<file path="src/rtl/cpu_thread_sched.sv">
// Round-robin hardware-thread scheduler: tracks per-thread ready flags and saved IPs,
// and sequences invalidate/reload pulses to the pipeline when the running thread yields.
module cpu_thread_sched #(
    parameter int N_THREADS     = 4,
    parameter int N_THREADS_MSB = 1,
    parameter int IP_WIDTH      = 8
) (
    input  logic                     CLK,
    input  logic                     RST,
    input  logic [N_THREADS-1:0]     ready_set,
    input  logic                     switch_req,
    input  logic                     switch_wait,
    input  logic [IP_WIDTH-1:0]      switch_ip,
    output logic                     invalidate,
    output logic                     reload,
    output logic [N_THREADS_MSB:0]   thread_num,
    output logic [IP_WIDTH-1:0]      ip_load,
    output logic                     idle,
    output logic [N_THREADS-1:0]     thread_ready
);

    typedef enum logic {PICK, RUN} state_t;

    state_t                 state;
    logic [N_THREADS-1:0]   ready;
    logic [IP_WIDTH-1:0]    ip_mem [N_THREADS];

    logic                   accept;
    logic [N_THREADS-1:0]   clr_mask;
    logic [N_THREADS-1:0]   cand;
    logic                   found;
    logic [N_THREADS_MSB:0] sel;

    // A yield in the reload cycle is dropped so the restarted thread gets at least one cycle.
    assign accept       = (state == RUN) && switch_req && !reload;
    assign cand         = ready | ready_set;
    assign thread_ready = ready;

    always_comb begin
        clr_mask = '0;
        if (accept && switch_wait)
            clr_mask[thread_num] = 1'b1;
    end

    // Search starts after the current thread and wraps; the current thread is tried last.
    always_comb begin
        found = 1'b0;
        sel   = thread_num;
        for (int k = 1; k <= N_THREADS; k++) begin
            if (!found && cand[thread_num + (N_THREADS_MSB+1)'(k)]) begin
                found = 1'b1;
                sel   = thread_num + (N_THREADS_MSB+1)'(k);
            end
        end
    end

    always_ff @(posedge CLK or posedge RST) begin
        if (RST) begin
            state      <= PICK;
            ready      <= '0;
            invalidate <= 1'b0;
            reload     <= 1'b0;
            thread_num <= '0;
            ip_load    <= '0;
            idle       <= 1'b1;
            for (int i = 0; i < N_THREADS; i++)
                ip_mem[i] <= '0;
        end else begin
            // Set is applied after clear so a coincident wake-up is never lost.
            ready <= (ready & ~clr_mask) | ready_set;
            case (state)
                RUN: begin
                    reload     <= 1'b0;
                    invalidate <= accept;
                    if (accept) begin
                        ip_mem[thread_num] <= switch_ip;
                        state              <= PICK;
                    end
                end
                default: begin
                    invalidate <= 1'b0;
                    if (found) begin
                        thread_num <= sel;
                        ip_load    <= ip_mem[sel];
                        reload     <= 1'b1;
                        idle       <= 1'b0;
                        state      <= RUN;
                    end else begin
                        reload <= 1'b0;
                        idle   <= 1'b1;
                    end
                end
            endcase
        end
    end

endmodule
</file>
<file path="config.mk">
export PLATFORM = sky130hd
export DESIGN_NAME = cpu_thread_sched
export DESIGN_NICKNAME = d
export VERILOG_FILES = /design/src/rtl/cpu_thread_sched.sv
export SDC_FILE = /design/constraint.sdc
export NUM_CORES = 1
export LEC_CHECK = 0
export CAP_MARGIN = 20
export CORE_MARGIN = 1.5
export CORE_UTILIZATION = 45
export DETAILED_ROUTE_END_ITERATION = 16
export GPL_TIMING_DRIVEN = 0
export HOLD_SLACK_MARGIN = 0.1
export PLACE_DENSITY_LB_ADDON = 0.08
export SYNTH_ARGS = -nofsm -noshare
export SYNTH_HDL_FRONTEND = slang
export SYNTH_SLANG_ARGS = --single-unit
</file>
<file path="constraint.sdc">
create_clock -name CLK -period 3.45 [get_ports CLK]
set_clock_uncertainty 0.1 [all_clocks]
set_input_delay 0.69 -clock CLK [delete_from_list [all_inputs] [get_ports CLK]]
set_output_delay 0.69 -clock CLK [all_outputs]
set_load 0.02 [all_outputs]
</file>
* Word-level counts from Yosys, hierarchy flattened
Cells that the tools add are included.
Storage, ports and cells: register bits after elaboration 50, word-level logic and storage cells 74
Operators by class: $add $sub $neg 3, mux-type cells 31, order comparisons 8, reductions and logical operators 14, bitwise gates (word level) 7
Operator list (count):
- $bwmux W32 | 1
- $mux W8 | 3
- $bmux W8 S2 | 1
- $demux W8 S2 | 1
- $mux W1 | 15
- $lt A2 B3 Y1 const B | 4
- $bmux W1 S2 | 4
- $logic_and A1 B1 Y1 | 8
- $mux W2 | 4
- $or A4 B4 Y4 | 2
- $ge A3 B3 Y1 const B | 2
- $not A2 Y3 | 2
- $add A2 B2 Y2 const B | 2
- $and A4 B4 Y4 | 1
- $logic_not A1 Y1 | 4
- $mux W4 | 1
- $not A4 Y4 | 1
- $reduce_and A2 Y1 | 2
- $lt A3 B1 Y1 const B | 1
- $add A2 B1 Y2 const B | 1
- $demux W1 S2 | 1
- $ge A2 B1 Y1 const B | 1
- $not A1 Y1 | 1

* Depth between registers and ports, before layout
depth after elaboration 17, mapped depth 13

* Least setup slack after synthesis
Ideal clock, no wire load.
kind register to register, start point register thread_num[0], end point register ip_load[0], cell stages (with the launch flop) 13, path slack 0.153 ns, period minus slack after synthesis 3.297 ns, buffers on the path 4, required time 3.222 ns, data arrival time 3.069 ns, library setup time 0.128 ns, cells stage by stage dfrtp_1 -> buf_2 -> buf_2 -> clkinv_1 -> clkbuf_1 -> ha_1 -> nand2b_1 -> o22ai_1 -> or3_4 -> a221o_1 -> buf_6 -> nor3_2 -> o31ai_2
On the way: cells in the longest elaborated chain, start to end 17, elaborated cells between the ends (all ways) 30, those cells by class 3 x add/sub; 19 x mux; 1 x bitwise; 7 x reduce/logical
RTL lines:
- from (decl) | RTL line 16 | output logic [N_THREADS_MSB:0] thread_num,
- from (signal assigned) | RTL line 83 | thread_num <= sel;
- $add A2 B1 Y2 | RTL line 50, 52
- $bmux W1 S2 | RTL line 50 | if (!found && cand[thread_num + (N_THREADS_MSB+1)'(k)]) begin
- $mux W1 (not written as such) | RTL line 50
- $mux W1 | RTL line 50
- $logic_not A1 Y1 | RTL line 50
- $logic_and A1 B1 Y1 | RTL line 50
- $mux W1 | RTL line 50
- $logic_not A1 Y1 | RTL line 50
- $logic_and A1 B1 Y1 | RTL line 50
- $mux W1 | RTL line 50
- $logic_not A1 Y1 | RTL line 50
- $logic_and A1 B1 Y1 | RTL line 50
- $mux W2 | RTL line 50
- $not A2 Y3 (not written as such) | RTL line 84 | ip_load <= ip_mem[sel];
- $bmux W8 S2 | RTL line 84
- $mux W8 (not written as such) (2 in a row) | RTL line 84
- to (signal assigned) | RTL line 84
- to (decl) | RTL line 17 | output logic [IP_WIDTH-1:0] ip_load,
Parallel ways exist; a longest one is shown, timed or not. The select of a mux whose other input is x is not followed. A chain may end at the register's enable or synchronous reset.

* Final worst setup path
start point register thread_num[0], end point register ip_load[5]
Same word-level chain as after synthesis.

==> results.sh <==
export IMPL_status="finished clean"
export IMPL_nets=350
export IMPL_crit_slowest_cell="or3_4"
export IMPL_synthesis_area_per_instance_sq_um=9.79
export IMPL_synth_distinct_cells=39
export IMPL_required_ns=3.54
export IMPL_synth_nets=308
export IMPL_io_pins=33
export IMPL_tightest_slew_ns=0.604
export IMPL_cpMostUsedCell="buf_4"
export IMPL_synth_seq_cells=50
export IMPL_leakagePower_nw=1.40
export IMPL_yosysSeqAreaShare_pct=44.4
export IMPL_cp_arrival_ns=3.34
export IMPL_htree_levels=2
export IMPL_routedWlPerCell_microns=17.7
export IMPL_gp_congestion=0.800
export IMPL_clk_pin_slew_worst_paths_ns=0.10
export IMPL_die_area_sq_um=6750
export IMPL_die_w_microns=82.2
export IMPL_final_area_sq_um=3420
export IMPL_grt_pass1_wl_mm=11.4
export IMPL_first_pass_iters=4
export IMPL_grt_overflow_total=0
export IMPL_row_count=28
export IMPL_startpoint_type="flip-flop"
export IMPL_power_density_nw_per_um2=1190
export IMPL_tritoncts="built"
export IMPL_drc=0
export IMPL_cts_hold_repair_buffers=0
export IMPL_routed_wirelength_mm=7.19
export IMPL_vias=2312
export IMPL_setup_viol=0
export IMPL_timing_fmax_mhz=308
export IMPL_path_class="flip-flop to flip-flop"
export IMPL_dr_first_iter_drc_count=109
export IMPL_ys_warn_count=0
export IMPL_finalCritPeriodShare_pct=94.0
export IMPL_ant_nets=0
export IMPL_dp_hpwl_mm=4.69
export IMPL_critPathMaxFanout=11
export IMPL_synthCells=288
export IMPL_irDropWorstVdd_v=0.000563
export IMPL_hold_class="flip-flop to flip-flop"
export IMPL_cp_cell_sequence="buf_4 > clkbuf_4 > clkinv_2 > buf_4 > ha_2 > nand2b_1 > o22ai_1 > or3_4 > a221o_1 > buf_6 > nor3_2 > o31ai_2"
export IMPL_grt_pass1_vias=2251
export IMPL_clockBufferDepth=2
export IMPL_place_area_sq_um=3250
export IMPL_slowest_delay_ns=0.42
export IMPL_cts_buffers=5
export IMPL_worst_slew_margin_rel_pct=59.8
export IMPL_io_buffer_count=32
export IMPL_drive_gt1_share_pct=25.4
export IMPL_antenna_cells=0
export IMPL_postLayoutCoreUtil_pct=57.1
export IMPL_insertion_delay_ns=0.31
export IMPL_maxSlewViolCount=0
export IMPL_async_flop_share_pct=100
export IMPL_die_y_microns=82.2
export IMPL_initial_core_util_pct=47.1
export IMPL_synth_main_ff_cell="dfrtp_1"
export IMPL_critPathCaptureType="flip-flop"
export IMPL_cts_sinks=50
export IMPL_area_growth_synth_to_final_pct=21.3
export IMPL_cts_root_buf="clkbuf_8"
export IMPL_synth_edf_count=0
export IMPL_synth_area_sq_um=2820
export IMPL_grt_usage_pct=23.2
export IMPL_vias_per_cell=5.69
export IMPL_antenna_found_initial=0
export IMPL_final_hold_viol_count=0
export IMPL_rsz0062_at_grt="false"
export IMPL_fin_crit_ns=3.24
export IMPL_cap_violations=0
export IMPL_core_area_sq_um=5990
export IMPL_grt_start_max_net_pins=30
## area by class of cell
cell class / instances / area [sq um]
multi-input combinational: 218 / 1520
buffer: 14 / 78.8
timing repair buffer: 36 / 363
tap: 75 / 93.8
fill: 528 / 2570
clock buffer: 6 / 82.6
sequential: 50 / 1250
inverter: 5 / 20.0
clock inverter: 2 / 16.3
## Yosys cell counts, types with 2 or more instances
cell       n  share of area, %
a211oi_1   2              0.53
a21o_1     4               1.1
a21oi_1   35               6.2
buf_2      5              0.89
clkbuf_1   9               1.2
dfrtp_1   49                43
ha_1       4               1.8
inv_1      4              0.53
mux2_2    32                13
mux4_2     3               2.4
nand2_1   78                10
nand3_1    4              0.71
nor2_1     6              0.80
nor3_1    10               1.8
nor3_2     8               2.8
o22ai_1    3              0.67
o31ai_2    8               3.5
or2_1      3              0.67
## layer usage
| metal | wire length [microns] | share of wire, % | vias to the layer above | global-route usage (%) |
|---|---|---|---|---|
| met5 | 0 | 0 | - | 0 |
| met4 | 129 | 1.8 | 0 | 9.32 |
| met3 | 426 | 5.9 | 14 | 3.41 |
| met2 | 3310 | 46 | 80 | 39.3 |
| met1 | 3320 | 46 | 1111 | 29.8 |
| li1 | - | - | 1107 | - |
## kinds of logic (layout without fill, tap and decap cells)
family	Yosys count	count (layout)	synth area share, %
XOR/XNOR	1	1	0.311
AO/OA/AOI/OAI	64	64	16.5
AND/OR/NAND/NOR	113	113	18.3
buffers and inverters	20	63	3.15
multiplexers	36	36	15.5
adder cells (fa/ha/maj)	4	4	1.77
flip-flops	50	50	44.4
## worst paths after layout
path	depth (start not counted)	to	slack, ns	from
max in group asynchronous	3	idle$_DFFE_PP1N_	2.05	RST
worst min-delay path	2	ip_load[1]$_DFFE_PP0P_	0.39	ip_load[1]$_DFFE_PP0P_
worst max register to register	12	ip_load[5]$_DFFE_PP0P_	0.21	thread_num[0]$_DFFE_PP0P_
worst min register to register	2	ip_load[1]$_DFFE_PP0P_	0.39	ip_load[1]$_DFFE_PP0P_
worst max-delay path	12	ip_load[5]$_DFFE_PP0P_	0.21	thread_num[0]$_DFFE_PP0P_
min in group asynchronous	2	ip_mem[12]$_DFFE_PP0P_	0.60	RST
## power breakdown
part	switching, mW	internal [mW]	total [mW]
sequential	0.195	0.867	1.06
combinational	1.47	1.14	2.61
clock	0.217	0.166	0.383
total	1.88	2.17	4.06
## flip-flops by register name (all words and copies together) (netlist names)
register,count
reload,1
state,1
idle,1
ip_load,8
thread_ready,4
ip_mem,32
invalidate,1
thread_num,2
## critical path: cells and delay by family (launching register included)
kind            cells  cell delay, ns
compound gates      3            0.53
simple gates        3            0.77
buf+inv             5            0.97
flops               1            0.41
fa+ha+maj           1            0.34
## placed cells by master, fill, tap and decap left out, types with 2 or more instances in the layout
cell type / Yosys / layout
clkbuf_1: 9 / 6
a21o_1: 4 / 4
clkbuf_4: 0 / 2
buf_2: 5 / 3
buf_4: 0 / 5
nor2_1: 6 / 6
nor3_2: 8 / 10
ha_1: 4 / 3
nand2_1: 78 / 78
mux2_2: 32 / 32
clkdlybuf4s50_1: 0 / 32
mux4_2: 3 / 3
a21oi_1: 35 / 35
or2_1: 3 / 3
inv_1: 4 / 3
clkbuf_8: 0 / 6
a221oi_4: 1 / 2
o22ai_1: 3 / 3
o31ai_2: 8 / 8
dfrtp_1: 49 / 49
nand3_1: 4 / 4
nor3_1: 10 / 8
## stage by stage
step / setup WS [ns] / power, mW / TNS, ns / instances / hold WS (ns)
after floorplan: 0.153 / 2.82 / 0 / 288 / 0.402
after global placement: -0.614 / 3.44 / -5.33 / 395 / 0.374
after detailed placement: -0.632 / 3.47 / -5.61 / 396 / 0.375
after CTS: 0.00785 / 3.95 / 0 / 406 / 0.399
after global routing: 0.0181 / 4.33 / 0 / 406 / 0.429
final: 0.208 / 4.06 / 0 / 406 / 0.393
## timing repair
| action | in CTS | in global routing |
|---|---|---|
| buffers inserted | 3 | 0 |
| gates resized for setup | 5 | 12 |
| endpoints found under the setup margin | 13 | 13 |
| pin swaps | 2 | 0 |
Note: power is estimated with default switching activity, not from simulation.
